### config.mk
export PLATFORM = sky130hd
export DESIGN_NAME = controller_seq
export DESIGN_NICKNAME = d
export VERILOG_FILES = /design/src/rtl/controller_seq.sv
export SDC_FILE = /design/constraint.sdc
export NUM_CORES = 1
export LEC_CHECK = 0
export CORE_ASPECT_RATIO = 0.5
export CORE_MARGIN = 3
export CORE_UTILIZATION = 42
export CTS_BUF_LIST = sky130_fd_sc_hd__clkbuf_8
export CTS_CLUSTER_SIZE = 30
export DETAILED_ROUTE_END_ITERATION = 7
export PLACE_DENSITY = 0.76
export SYNTH_ARGS = -nofsm -noshare
export SYNTH_HDL_FRONTEND = slang
export SYNTH_SLANG_ARGS = --single-unit
### constraint.sdc
create_clock -name clk -period 7.03 [get_ports clk]
set_clock_uncertainty 0.15 [all_clocks]
set_input_delay 1.406 -clock clk [delete_from_list [all_inputs] [get_ports clk]]
set_output_delay 1.406 -clock clk [all_outputs]
set_load 0.005 [all_outputs]
### src/rtl/controller_seq.sv
// Multi-beat fetch / single-cycle EXEC instruction sequencer with active-low device decode.
// Optional jump support is compiled in with `define CTRL_JUMP_EN.
module controller_seq #(
    parameter  int PCW    = 16,
    parameter  int ROMW   = 8,
    parameter  int NFLAGS = 10,
    localparam int BEATS  = 48 / ROMW,
    localparam int BW     = (BEATS > 1) ? $clog2(BEATS) : 1
) (
    input  logic            clk,
    input  logic            _mr,
    input  logic [ROMW-1:0] rom_data,
    input  logic            rom_valid,
    output logic [BW-1:0]   rom_beat,
    output logic [PCW-1:0]  pc,
    input  logic [NFLAGS-1:0] _flags,
    input  logic            stall,
    input  logic [PCW-1:0]  pc_in,
    input  logic            _pc_load,
    output logic            exec,
    output logic [4:0]      alu_op,
    output logic [2:0]      abus_dev,
    output logic [2:0]      bbus_dev,
    output logic [3:0]      targ_dev,
    output logic [7:0]      direct_address_hi,
    output logic [7:0]      direct_address_lo,
    output logic [7:0]      immed8,
    output logic            _addrmode_register,
    output logic            _addrmode_direct,
    output logic [7:0]      _adev_sel,
    output logic [7:0]      _bdev_sel,
    output logic [15:0]     _tdev_sel,
    output logic            _set_flags,
    output logic            _do_exec
);

    typedef enum logic {ST_FETCH, ST_EXEC} state_e;

    localparam logic [PCW-1:0] PC_ONE    = PCW'(1);
    localparam logic [BW-1:0]  BEAT_ONE  = BW'(1);
    localparam logic [BW-1:0]  BEAT_LAST = BW'(BEATS - 1);

    state_e          state_q;
    logic [PCW-1:0]  pc_q;
    logic [PCW-1:0]  pc_d;
    logic [BW-1:0]   beat_q;
    logic [47:0]     ir_q;
    logic            exec_q;
    logic [3:0]      cond;
    logic            cond_fail;
    logic            do_exec_n;

    // Condition is evaluated against the live flags; outside EXEC it reads as "not executing".
    always_comb begin
        cond      = ir_q[32:29];
        cond_fail = 1'b1;
        if (cond == 4'd0) begin
            cond_fail = 1'b0;
        end else begin
            for (int k = 0; k < NFLAGS; k++) begin
                if (int'(cond) == k + 1) begin
                    cond_fail = _flags[k];
                end
            end
        end
        do_exec_n = cond_fail | ~exec_q;
    end

`ifdef CTRL_JUMP_EN
    always_comb begin
        pc_d = pc_q + PC_ONE;
        if (!_pc_load && !do_exec_n) begin
            pc_d = pc_in;
        end
    end
    logic unused_reserved;
    assign unused_reserved = ^ir_q[27:25];
`else
    assign pc_d = pc_q + PC_ONE;
    logic unused_jump;
    assign unused_jump = ^{pc_in, _pc_load, ir_q[27:25]};
`endif

    always_ff @(posedge clk or negedge _mr) begin
        if (!_mr) begin
            state_q <= ST_FETCH;
            pc_q    <= '0;
            beat_q  <= '0;
            ir_q    <= '0;
            exec_q  <= 1'b0;
        end else begin
            case (state_q)
                ST_FETCH: begin
                    if (rom_valid) begin
                        // Beat 0 fills the most significant slice of the IR.
                        ir_q[(BEATS - 1 - int'(beat_q)) * ROMW +: ROMW] <= rom_data;
                        if (beat_q == BEAT_LAST) begin
                            beat_q  <= '0;
                            state_q <= ST_EXEC;
                            exec_q  <= 1'b1;
                        end else begin
                            beat_q <= beat_q + BEAT_ONE;
                        end
                    end
                end
                ST_EXEC: begin
                    if (!stall) begin
                        pc_q    <= pc_d;
                        state_q <= ST_FETCH;
                        exec_q  <= 1'b0;
                    end
                end
                default: state_q <= ST_FETCH;
            endcase
        end
    end

    assign pc                 = pc_q;
    assign rom_beat           = beat_q;
    assign exec               = exec_q;
    assign alu_op             = ir_q[47:43];
    assign targ_dev           = ir_q[42:39];
    assign abus_dev           = ir_q[38:36];
    assign bbus_dev           = ir_q[35:33];
    assign direct_address_hi  = ir_q[23:16];
    assign direct_address_lo  = ir_q[15:8];
    assign immed8             = ir_q[7:0];
    assign _addrmode_register = ir_q[24];
    assign _addrmode_direct   = ~ir_q[24];
    assign _do_exec           = do_exec_n;
    assign _set_flags         = ir_q[28] | do_exec_n | ~exec_q;

    genvar gi;
    generate
        for (gi = 0; gi < 8; gi++) begin : g_bus_sel
            assign _adev_sel[gi] = ~(exec_q && (abus_dev == 3'(gi)));
            assign _bdev_sel[gi] = ~(exec_q && (bbus_dev == 3'(gi)));
        end
        for (gi = 0; gi < 16; gi++) begin : g_targ_sel
            assign _tdev_sel[gi] = ~(!do_exec_n && (targ_dev == 4'(gi)));
        end
    endgenerate

endmodule

# [Yosys cells after proc, flatten, opt, wreduce, memory -nomap -nowiden]
# Cells that the tools add are included.
[totals] elab_cells=154 in_bits=39 output_inout_bits=95 register_bits=69
[op_classes] bitwise=39 n_eq_ne=43 mux=21 add_sub_neg=4 shift=2 reduce_logical=40
[op_table] cell="4-bit equality test (second input constant)" count=15
[op_table] cell="48-bit bitwise mux" count=1
[op_table] cell="8-bit by 33-bit variable shift with 48-bit output (first input constant)" count=1
[op_table] cell="8-bit by 33-bit variable part select with 48-bit output" count=1
[op_table] cell="1-bit NOT" count=36
[op_table] cell="7-bit negator with 33-bit output" count=1
[op_table] cell="1-bit logical AND" count=32
[op_table] cell="3-bit equality test (second input constant)" count=9
[op_table] cell="4-bit by 3-bit equality test with 1-bit output (second input constant)" count=6
[op_table] cell="1-bit 2-to-1 mux" count=17
[op_table] cell="16-bit by 1-bit adder with 16-bit output (second input constant)" count=1
[op_table] cell="3-bit by 2-bit equality test with 1-bit output (second input constant)" count=4
[op_table] cell="4-bit by 2-bit equality test with 1-bit output (second input constant)" count=3
[op_table] cell="4-bit zero test" count=2
[op_table] cell="3-bit by 1-bit equality test with 1-bit output (second input constant)" count=2
[op_table] cell="3-bit zero test" count=2
[op_table] cell="2-bit inequality test (second input constant)" count=3
[op_table] cell="4-bit by 1-bit equality test with 1-bit output (second input constant)" count=1
[op_table] cell="1-bit one-hot mux with 2 select lines" count=2
[op_table] cell="2-bit AND reduction" count=2
[op_table] cell="3-bit by 3-bit subtractor with 4-bit output (first input constant)" count=1
[op_table] cell="3-bit by 1-bit adder with 3-bit output (second input constant)" count=1
[op_table] cell="3-bit 2-to-1 mux" count=1
[op_table] cell="1-bit OR" count=3
[op_table] cell="2 further kinds" count=2

# [Longest topological paths before layout]
# Gate-level depths: netlist (run 1).
[depth] depth_word=16 mapped_depth=9 ltp_nobuf=8

# [Worst setup path before layout (run 1)]
# OpenSTA, ideal clock, no wires.
[synth_path] path_type="in2out" start="in _flags[6]" end="out _tdev_sel[1]" stages=4 path_buffers=1 setup_slack_ns=2.744 t_arrival_ns=2.730 t_required_ns=5.474 path_cell_list="mux4_2 -> o32ai_2 -> clkbuf_1 -> nand4_1"
[synth_between] elab_chain_cells=9
[synth_rtl] item="start, declared" line="16" text="input logic [NFLAGS-1:0] _flags,"
[synth_rtl] item="1-bit 2-to-1 mux (4 in a row)" line="61" text="if (int'(cond) == k + 1) begin"
[synth_rtl] item="1-bit 2-to-1 mux" line="57" text="if (cond == 4'd0) begin"
[synth_rtl] item="1-bit OR" line="66" text="do_exec_n = cond_fail | ~exec_q;"
[synth_rtl] item="1-bit zero test" line="140" text="assign _tdev_sel[gi] = ~(!do_exec_n && (targ_dev == 4'(gi)));"
[synth_rtl] item="1-bit logical AND" line="140"
[synth_rtl] item="1-bit NOT" line="140"
[synth_rtl] item="end, declared" line="32" text="output logic [15:0] _tdev_sel,"
# No other way between the ends.

# [Worst setup path after layout (run 1)]
[layout_path] start="in _flags[5]" end="out _tdev_sel[2]"
[layout_between] elab_chain_cells=10
[layout_rtl] item="1-bit 2-to-1 mux (5 in a row)" line="61"
[layout_rtl] item="1-bit 2-to-1 mux" line="57"
[layout_rtl] item="1-bit OR" line="66"
[layout_rtl] item="1-bit zero test" line="140"
[layout_rtl] item="1-bit logical AND" line="140"
[layout_rtl] item="1-bit NOT" line="140"
# No other way between the ends.

==> reports/metrics.csv, run 1 <==
metric;value;unit
cp_max_fo;18;
hold_path_depth;1;
slew_headroom;0.3050;
ys_warn_count;0;
max_freq;185.5;MHz
first_iter_violations;106;
cp.arrival;3830;ps
setup_viol_count_final;0;
peakVddDrop;0.1754;mV
cts_tree;yes;
wire_per_inst;14.99;um
holdCritStartpoint;pc[15];
finalHoldViolCount;0;
diodes;0;
stdcell_area;4825;um^2
ant_nets;0;
setup.worst_path.start_class;input pin;
core_area;8230;um^2
num_io_pins;134;
synth_edf_count;0;
drv_cap;0;
initial_utilization;0.4441;
hold_buffers;0;
synth_cell_types;40;
dieWidth;137.9;um
synth_seq_cells;66;
critical_path_class;in -> out;
wl;8.112;mm
final_max_slew_viol_count;0;
whs_endpoint;pc[15];
grtUsageTotal;0.1744;
synth-seq-area-share;0.4519;
dieArea;9925;um^2
vias;2743;
synth_flop_cell;dfrtp_1;
holdCritPathClass;reg -> reg;
drive_above_1_share;0.1399;
antenna_found_initial;0;
synth_async_sr_flop_share;1.000;
reg2regPathDepth;7;
cts_buffers;9;
reg2reg_to;ir_q[19];
cts_resized;0;
dp.final_hpwl;6.066;mm
syn_area;3655;um^2
route.detailed.drc;0;
grt_pass1_wl;13.61;mm
regToRegStartpoint;rom_beat[0];
hold_slack;321.8;ps
cts_setup_buffers;0;
cts_root_buf;clkbuf_8;
first_pass_iters;4;
grt_max_degree;67;
cts_buffer_depth;2;
power_per_cell_area;373.0;nW/um^2
syn-instance-count;348;
required;5470;ps
clk_pin_slew_worst_paths;60;ps
tightest_slew;1042;ps
postPlaceCellArea;4621;um^2
syn_nets;397;
status;complete, no violations;
setup_tns;0;ps
cts.sinks;66;
fin_crit;5390;ps
num_rows;23;
htreeDepth;3;
io_buffers;116;
rsz0062_at_grt;false;
grt_pass1_vias;2780;
via_per_inst;5.070;
fin_crit_sh;0.7667;
clk_latency;340;ps
syn_area_per_cell;10.50;um^2
gp_congestion;0.7887;
area_growth_syn_to_layout;32.01;%
die_h;71.96;um
leakage;0.002092;uW
nNetsFinal;474;
r2r_setup_slack;3390;ps
grt-ovfl-total;0;
end_kind;output pin;
==> how the worst max path moves through the flow <==
stage,end,startpoint,cells after the start
after global routing,_tdev_sel[13],_flags[5],5
after detailed placement,_tdev_sel[0],_flags[5],5
after global placement,_tdev_sel[11],_flags[5],5
after CTS,_tdev_sel[2],_flags[5],5
final,_tdev_sel[2],_flags[5],5
after floorplan,_tdev_sel[1],_flags[6],4
==> kinds of logic (layout without fill, tap and decap cells) <==
kind of cell               Yosys count  in the layout  synth area share
adders and majority gates           10             10           0.03629
AOI/OAI and AO/OA                   17             17           0.03219
buffers and inverters               65            146            0.1068
DFF                                 66             66            0.4519
xor gates and xnor gates            16             16           0.03834
muxes                               45             45            0.1397
and+or+nand+nor                    129            129            0.1948
==> cell usage after synthesis, drive strengths merged, types with 2 or more instances <==
library cell / number / area (um^2)
dfrtp: 66 / 1652
buf: 41 / 300.3
mux2: 38 / 427.9
nand2: 32 / 120.1
nand4: 19 / 118.9
inv: 14 / 52.55
nor3: 13 / 76.33
nand3: 12 / 60.06
nor2: 12 / 45.04
xnor2: 12 / 105.1
and2: 11 / 68.82
clkbuf: 10 / 37.54
nor2b: 10 / 62.56
ha: 9 / 112.6
mux2i: 6 / 60.06
nand2b: 6 / 37.54
o21ai: 5 / 25.02
a21oi: 4 / 20.02
xor2: 4 / 35.03
and3: 3 / 18.77
nand4b: 3 / 26.28
nand3b: 2 / 15.01
nor3b: 2 / 26.28
==> flip-flops by register name (all words and copies together) (netlist names) <==
signal and flops:
ir_q 45, pc 16, rom_beat 3, state_q 1, exec 1
==> routing by layer <==
metal | up-vias | global-route usage | routed length (um)
met5 | - | 0 | 0
met4 | 0 | 0.05367 | 97
met3 | 8 | 0.04917 | 494
met2 | 69 | 0.2797 | 3776
met1 | 1339 | 0.2328 | 3743
li1 | 1327 | - | -
==> layout by cell type, fill, tap and decap left out, types with 2 or more instances in the layout <==
cell	synthesis	layout
a21oi_1	4	4
and2_1	11	11
and3_1	3	3
clkbuf_8	0	12
clkdlybuf4s50_1	0	115
dfrtp_1	66	66
ha_1	9	9
inv_1	14	15
mux2_2	38	38
mux2i_1	6	6
nand2_1	32	32
nand2b_1	6	6
nand3_1	12	12
nand3b_1	2	2
nand4_1	19	19
nand4b_1	3	3
nor2_1	12	12
nor2b_1	10	10
nor3_1	12	12
o21ai_0	5	5
xnor2_1	12	12
xor2_1	4	4
==> power breakdown <==
part / internal [uW] / total, uW / switching, uW
registers: 486 / 630 / 144
clock network: 189 / 325 / 136
logic: 469 / 845 / 375
total: 1140 / 1800 / 655
==> worst max-delay path, cell delays in order <==
cell	delay, ps
clkdlybuf4s50_1	400
mux4_2	470
o32ai_2	850
nand4b_1	180
clkdlybuf4s50_1	520
==> stage by stage <==
step / utilization / worst slack (ps) / total power, uW / std cells
2_1_floorplan: - / 2744 / 1158 / 348
3_3_place_gp: 0.5614 / 1682 / 1462 / 526
3_5_place_dp: 0.5614 / 1617 / 1487 / 526
4_1_cts: 0.5862 / 1615 / 1820 / 541
5_1_grt: 0.5862 / 1444 / 1946 / 541
6_report: 0.5862 / 1640 / 1799 / 541
==> area by class of cell <==
cell class                 count  area, um^2
timing repair buffer         117        1164
fill                         725        3406
multi-input combinational    217        1613
tap                          112       140.1
sequential                    66        1652
clock buffer                  12       165.2
inverter                      14       52.55
clock inverter                 3       38.79
Note: power is estimated with default switching activity, not from simulation.
==> run 2: changes to the inputs <==
==> constraint.sdc (replaced) <==
create_clock -name clk -period 5.2 [get_ports clk]
set_clock_uncertainty 0.15 [all_clocks]
set_input_delay 1.04 -clock clk [delete_from_list [all_inputs] [get_ports clk]]
set_output_delay 1.04 -clock clk [all_outputs]
set_load 0.005 [all_outputs]
==> reports/metrics.csv, run 2 (synthesis results as in run 1) <==
metric;value;unit;change
dieArea;9925;um^2;unchanged
num_io_pins;134;;unchanged
slowest_delay;480;ps;-370 ps
ant_nets;0;;unchanged
antenna_found_initial;0;;unchanged
critical_path_class;in -> out;;
num_rows;23;;unchanged
m1WireLength;3.727;mm;-0.43%
slew_headroom;0.4501;;+0.1451
fin_crit_sh;0.7969;;
drive_above_1_share;0.1419;;+0.002000
layout_common_cells;clkdlybuf4s50_1, dfrtp_1, mux2_2;;
cpMostUsedCell;clkdlybuf4s50_1;;
vias;2713;;-1.1%
route.detailed.drc;0;;unchanged
wire_per_inst;14.81;um;-1.2%
setup_viol_count_final;0;;unchanged
tightest_slew;824.9;ps;-217.6 ps
diodes;0;;unchanged
setup_tns;0;ps;unchanged
first_pass_iters;4;;unchanged
required;4010;ps;-1460 ps
wl_met2;3.691;mm;-2.3%
drv_cap;0;;unchanged
cts_tree;yes;;
grtUsageTotal;0.1733;;-0.001073
placed_cells;527;;+0.19%
io_buffers;116;;unchanged
dp.final_hpwl;6.027;mm;-0.64%
grt_max_degree;67;;unchanged
cp.arrival;2950;ps;-880 ps
top_register;ir_q;;
fin_cells;542;;+0.18%
cts_root_buf;clkbuf_8;;
final_max_slew_viol_count;0;;unchanged
grt_pass1_wl;13.47;mm;-1.0%
power_per_cell_area;494.3;nW/um^2;+33%
initial_utilization;0.4441;;unchanged
grt-ovfl-total;0;;unchanged
final_common_cell;clkdlybuf4s50_1;;
hold_buffers;0;;unchanged
area_growth_syn_to_layout;31.29;%;
max_freq;241.3;MHz;
die_h;71.96;um;unchanged
path_cells;clkdlybuf4s50_1, mux4_2, o32ai_2, buf_4, nand4_1, clkdlybuf4s50_1;;
dieWidth;137.9;um;unchanged
met3_length;480;um;-2.8%
rsz0062_at_grt;false;;
cts_setup_buffers;0;;unchanged
slowest_stage;clkdlybuf4s50_1;;
cts.sinks;66;;unchanged
clk_latency;340;ps;about the same
leakage;0.002083;uW;-0.42%
cts_resized;0;;unchanged
finalHoldViolCount;0;;unchanged
cts_buffers;9;;unchanged
cts_buffer_depth;2;;unchanged
grt_pass1_vias;2694;;-3.1%
utilization;0.5830;;-0.003192
nNetsFinal;475;;+0.21%
status;complete, no violations;;
holdCritPathClass;reg -> reg;;
wl;8.027;mm;-1.0%
setup.worst_path.start_class;input pin;;
core_area;8230;um^2;unchanged
gp_congestion;0.7909;;+0.28%
first_iter_violations;132;;+25%
htreeDepth;3;;unchanged
fin_crit;4144;ps;
largest_reg_flops;45;;unchanged
peakVddDrop;0.2632;mV;+50%
stdcell_area;4798;um^2;-0.54%
end_kind;output pin;;
clk_pin_slew_worst_paths;60;ps;about the same
via_per_inst;5.006;;-1.3%
cp_max_fo;18;;unchanged
top_layer;met4;;
postPlaceCellArea;4628;um^2;+0.16%
run 2: cell count changes in the layout (fill, tap and decap cells not counted), sizes merged:
cell    delta
clkinv     +2
buf        +1
bufinv     -1
clkbuf     -1
run 2: area by class of cell:
class,instances,area [um^2]
sequential,66,1652
multi-input combinational,217,1613
timing repair buffer,118,1171
inverter,14,52.55
clock inverter,4,18.77
tap,112,140.1
clock buffer,11,151.4
fill,735,3432
run 2: metal layers:
metal,global-route usage,vias to the layer above
met5,0,-
met1,0.2405,1313
met3,0.04432,12
li1,-,1320
met2,0.2662,68
met4,0.06243,0
run 2: where the power goes:
group | total [uW] | internal, uW | switching, uW
Clock | 376 | 192 | 184
Combinational | 1150 | 642 | 504
Sequential | 851 | 658 | 193
Total | 2370 | 1490 | 880
run 2: worst max-delay path, delay by kind of cell:
family | cells | cell delay, ps
buffers and inverters | 3 | 1130
multiplexers | 1 | 460
AO/OA/AOI/OAI | 1 | 200
AND/OR/NAND/NOR | 1 | 110
run 2: final timing paths:
| check | startpoint | endpoint | slack [ps] | cells past startpoint |
|---|---|---|---|---|
| worst max-delay path | _flags[3] | _tdev_sel[11] | 1060 | 6 |
| worst min-delay path | pc[15] | pc[15] | 340 | 1 |
| worst max register to register | rom_beat[0] | ir_q[24] | 1530 | 7 |
| worst min register to register | pc[15] | pc[15] | 340 | 1 |
| max in group asynchronous | _mr | pc[0] | 3640 | 2 |
| min in group asynchronous | _mr | ir_q[35] | 730 | 2 |
run 2: through the flow:
| step | power (uW) | hold WS, ps | worst slack [ps] |
|---|---|---|---|
| 3_5_place_dp | 2014 | 331.1 | 1037 |
| 6_report | 2372 | 335.9 | 1056 |
| 2_1_floorplan | 1565 | 318.4 | 1646 |
| 4_1_cts | 2396 | 340.9 | 1037 |
| 5_1_grt | 2569 | 364.0 | 935.1 |
| 3_3_place_gp | 1989 | 312.9 | 1046 |
==> run 3: changes to the inputs <==
==> constraint.sdc (replaced) <==
create_clock -name clk -period 3.9 [get_ports clk]
set_clock_uncertainty 0.15 [all_clocks]
set_input_delay 0.78 -clock clk [delete_from_list [all_inputs] [get_ports clk]]
set_output_delay 0.78 -clock clk [all_outputs]
set_load 0.005 [all_outputs]
==> reports/metrics.csv, run 3 (synthesis results as in run 1) <==
metric;value;unit;change
status;complete, no violations;;
route.detailed.drc;0;;unchanged
dieWidth;137.9;um;unchanged
drv_cap;0;;unchanged
cp.arrival;2720;ps;-230 ps
ant_nets;0;;unchanged
final_common_cell;clkdlybuf4s50_1;;
wl;8.240;mm;+2.7%
required;2970;ps;-1040 ps
cts_tree;yes;;
grt_max_degree;44;;-34%
nNetsFinal;476;;+0.21%
die_h;71.96;um;unchanged
top_register;ir_q;;
layout_common_cells;clkdlybuf4s50_1, dfrtp_1, mux2_2;;
grt_pass1_wl;13.41;mm;-0.46%
power.total;3306;uW;+39%
slew_headroom;0.5748;;+0.1247
tightest_slew;637.8;ps;-187.0 ps
initial_utilization;0.4441;;unchanged
area_growth_syn_to_layout;32.83;%;
fin_crit;3649;ps;
drive_above_1_share;0.1458;;+0.003973
final_max_slew_viol_count;0;;unchanged
cts.sinks;66;;unchanged
setup_viol_count_final;0;;unchanged
first_pass_iters;4;;unchanged
antenna_found_initial;0;;unchanged
max_freq;274.1;MHz;
critical_path_class;in -> out;;
cp_max_fo;18;;unchanged
cts_buffers;9;;unchanged
slowest_stage;clkdlybuf4s50_1;;
path_cells;clkdlybuf4s50_1, mux4_2, o32ai_2, buf_4, nand4_1, clkdlybuf4s50_1;;
clk_latency;350;ps;about the same
rsz0062_at_grt;false;;
num_io_pins;134;;unchanged
via_per_inst;5.042;;+0.73%
io_buffers;116;;unchanged
gp_congestion;0.7673;;-3.0%
cts_root_buf;clkbuf_8;;
num_rows;23;;unchanged
end_kind;output pin;;
cts_resized;0;;unchanged
peakVddDrop;0.3229;mV;+23%
fillers;715;;-2.7%
finalHoldViolCount;0;;unchanged
htreeDepth;3;;unchanged
wire_per_inst;15.15;um;+2.3%
clk_pin_slew_worst_paths;70;ps;about the same
hold_buffers;0;;unchanged
slowest_delay;480;ps;about the same
largest_reg_flops;45;;unchanged
cts_buffer_depth;2;;unchanged
grt-ovfl-total;0;;unchanged
first_iter_violations;152;;+15%
diodes;0;;unchanged
cts_setup_buffers;0;;unchanged
setup_tns;0;ps;unchanged
grt_pass1_vias;2647;;-1.7%
dieArea;9925;um^2;unchanged
vias;2743;;+1.1%
power_per_cell_area;681.0;nW/um^2;+38%
cpMostUsedCell;clkdlybuf4s50_1;;
leakage;0.002105;uW;+1.1%
core_area;8230;um^2;unchanged
fin_crit_sh;0.9355;;
grtUsageTotal;0.1764;;+0.003012
dp.final_hpwl;6.190;mm;+2.7%
setup.worst_path.start_class;input pin;;
holdCritPathClass;in -> async;;
-- run 3: worst max-delay path, delay by kind of cell --
family                 cells  cell delay (ps)
buffers and inverters      3             1140
and+or+nand+nor            1              120
muxes                      1              470
AOI/OAI and AO/OA          1              200
-- run 3: metal layers --
metal	GRT usage	wire length [um]	up-vias
met5	0	0	-
met2	0.2797	3901	71
met3	0.06025	511	9
met1	0.2306	3729	1337
li1	-	-	1326
met4	0.05586	97	0
-- run 3: metrics by stage --
step / utilization / worst slack [ps] / std cells / area [um^2] / hold slack, ps
floorplan: - / 651.2 / 348 / 3655 / 318.4
global placement: 0.5632 / 269.7 / 528 / 4636 / 313.1
detailed placement: 0.5632 / 246.4 / 528 / 4636 / 321.3
CTS: 0.5898 / 246.4 / 544 / 4855 / 259.0
global route: 0.5898 / 122.6 / 544 / 4855 / 272.4
finish: 0.5898 / 251.4 / 544 / 4855 / 251.6
-- run 3: final timing paths --
path / end / slack [ps] / startpoint / cells past startpoint
worst max-delay path: _tdev_sel[5] / 250 / _flags[3] / 6
worst min-delay path: ir_q[39] / 250 / _mr / 1
worst max register to register: ir_q[19] / 430 / rom_beat[1] / 8
worst min register to register: pc[15] / 320 / pc[15] / 1
max in group asynchronous: ir_q[22] / 2410 / _mr / 2
min in group clk: pc[15] / 320 / pc[15] / 1
-- run 3: layout make-up --
| type | count | area, um^2 | share of cell area |
|---|---|---|---|
| inverters | 14 | 52.55 | 0.01082 |
| repair buffers | 119 | 1179 | 0.2428 |
| clock buffers | 10 | 137.6 | 0.02835 |
| multi-input cells | 217 | 1613 | 0.3322 |
| clock inverters | 6 | 81.33 | 0.01675 |
| well taps | 112 | 140.1 | 0.02887 |
| flip-flops and latches | 66 | 1652 | 0.3402 |
-- run 3: power breakdown --
group	switching [uW]	internal [uW]
logic	709	863
clock network	257	372
registers	228	877
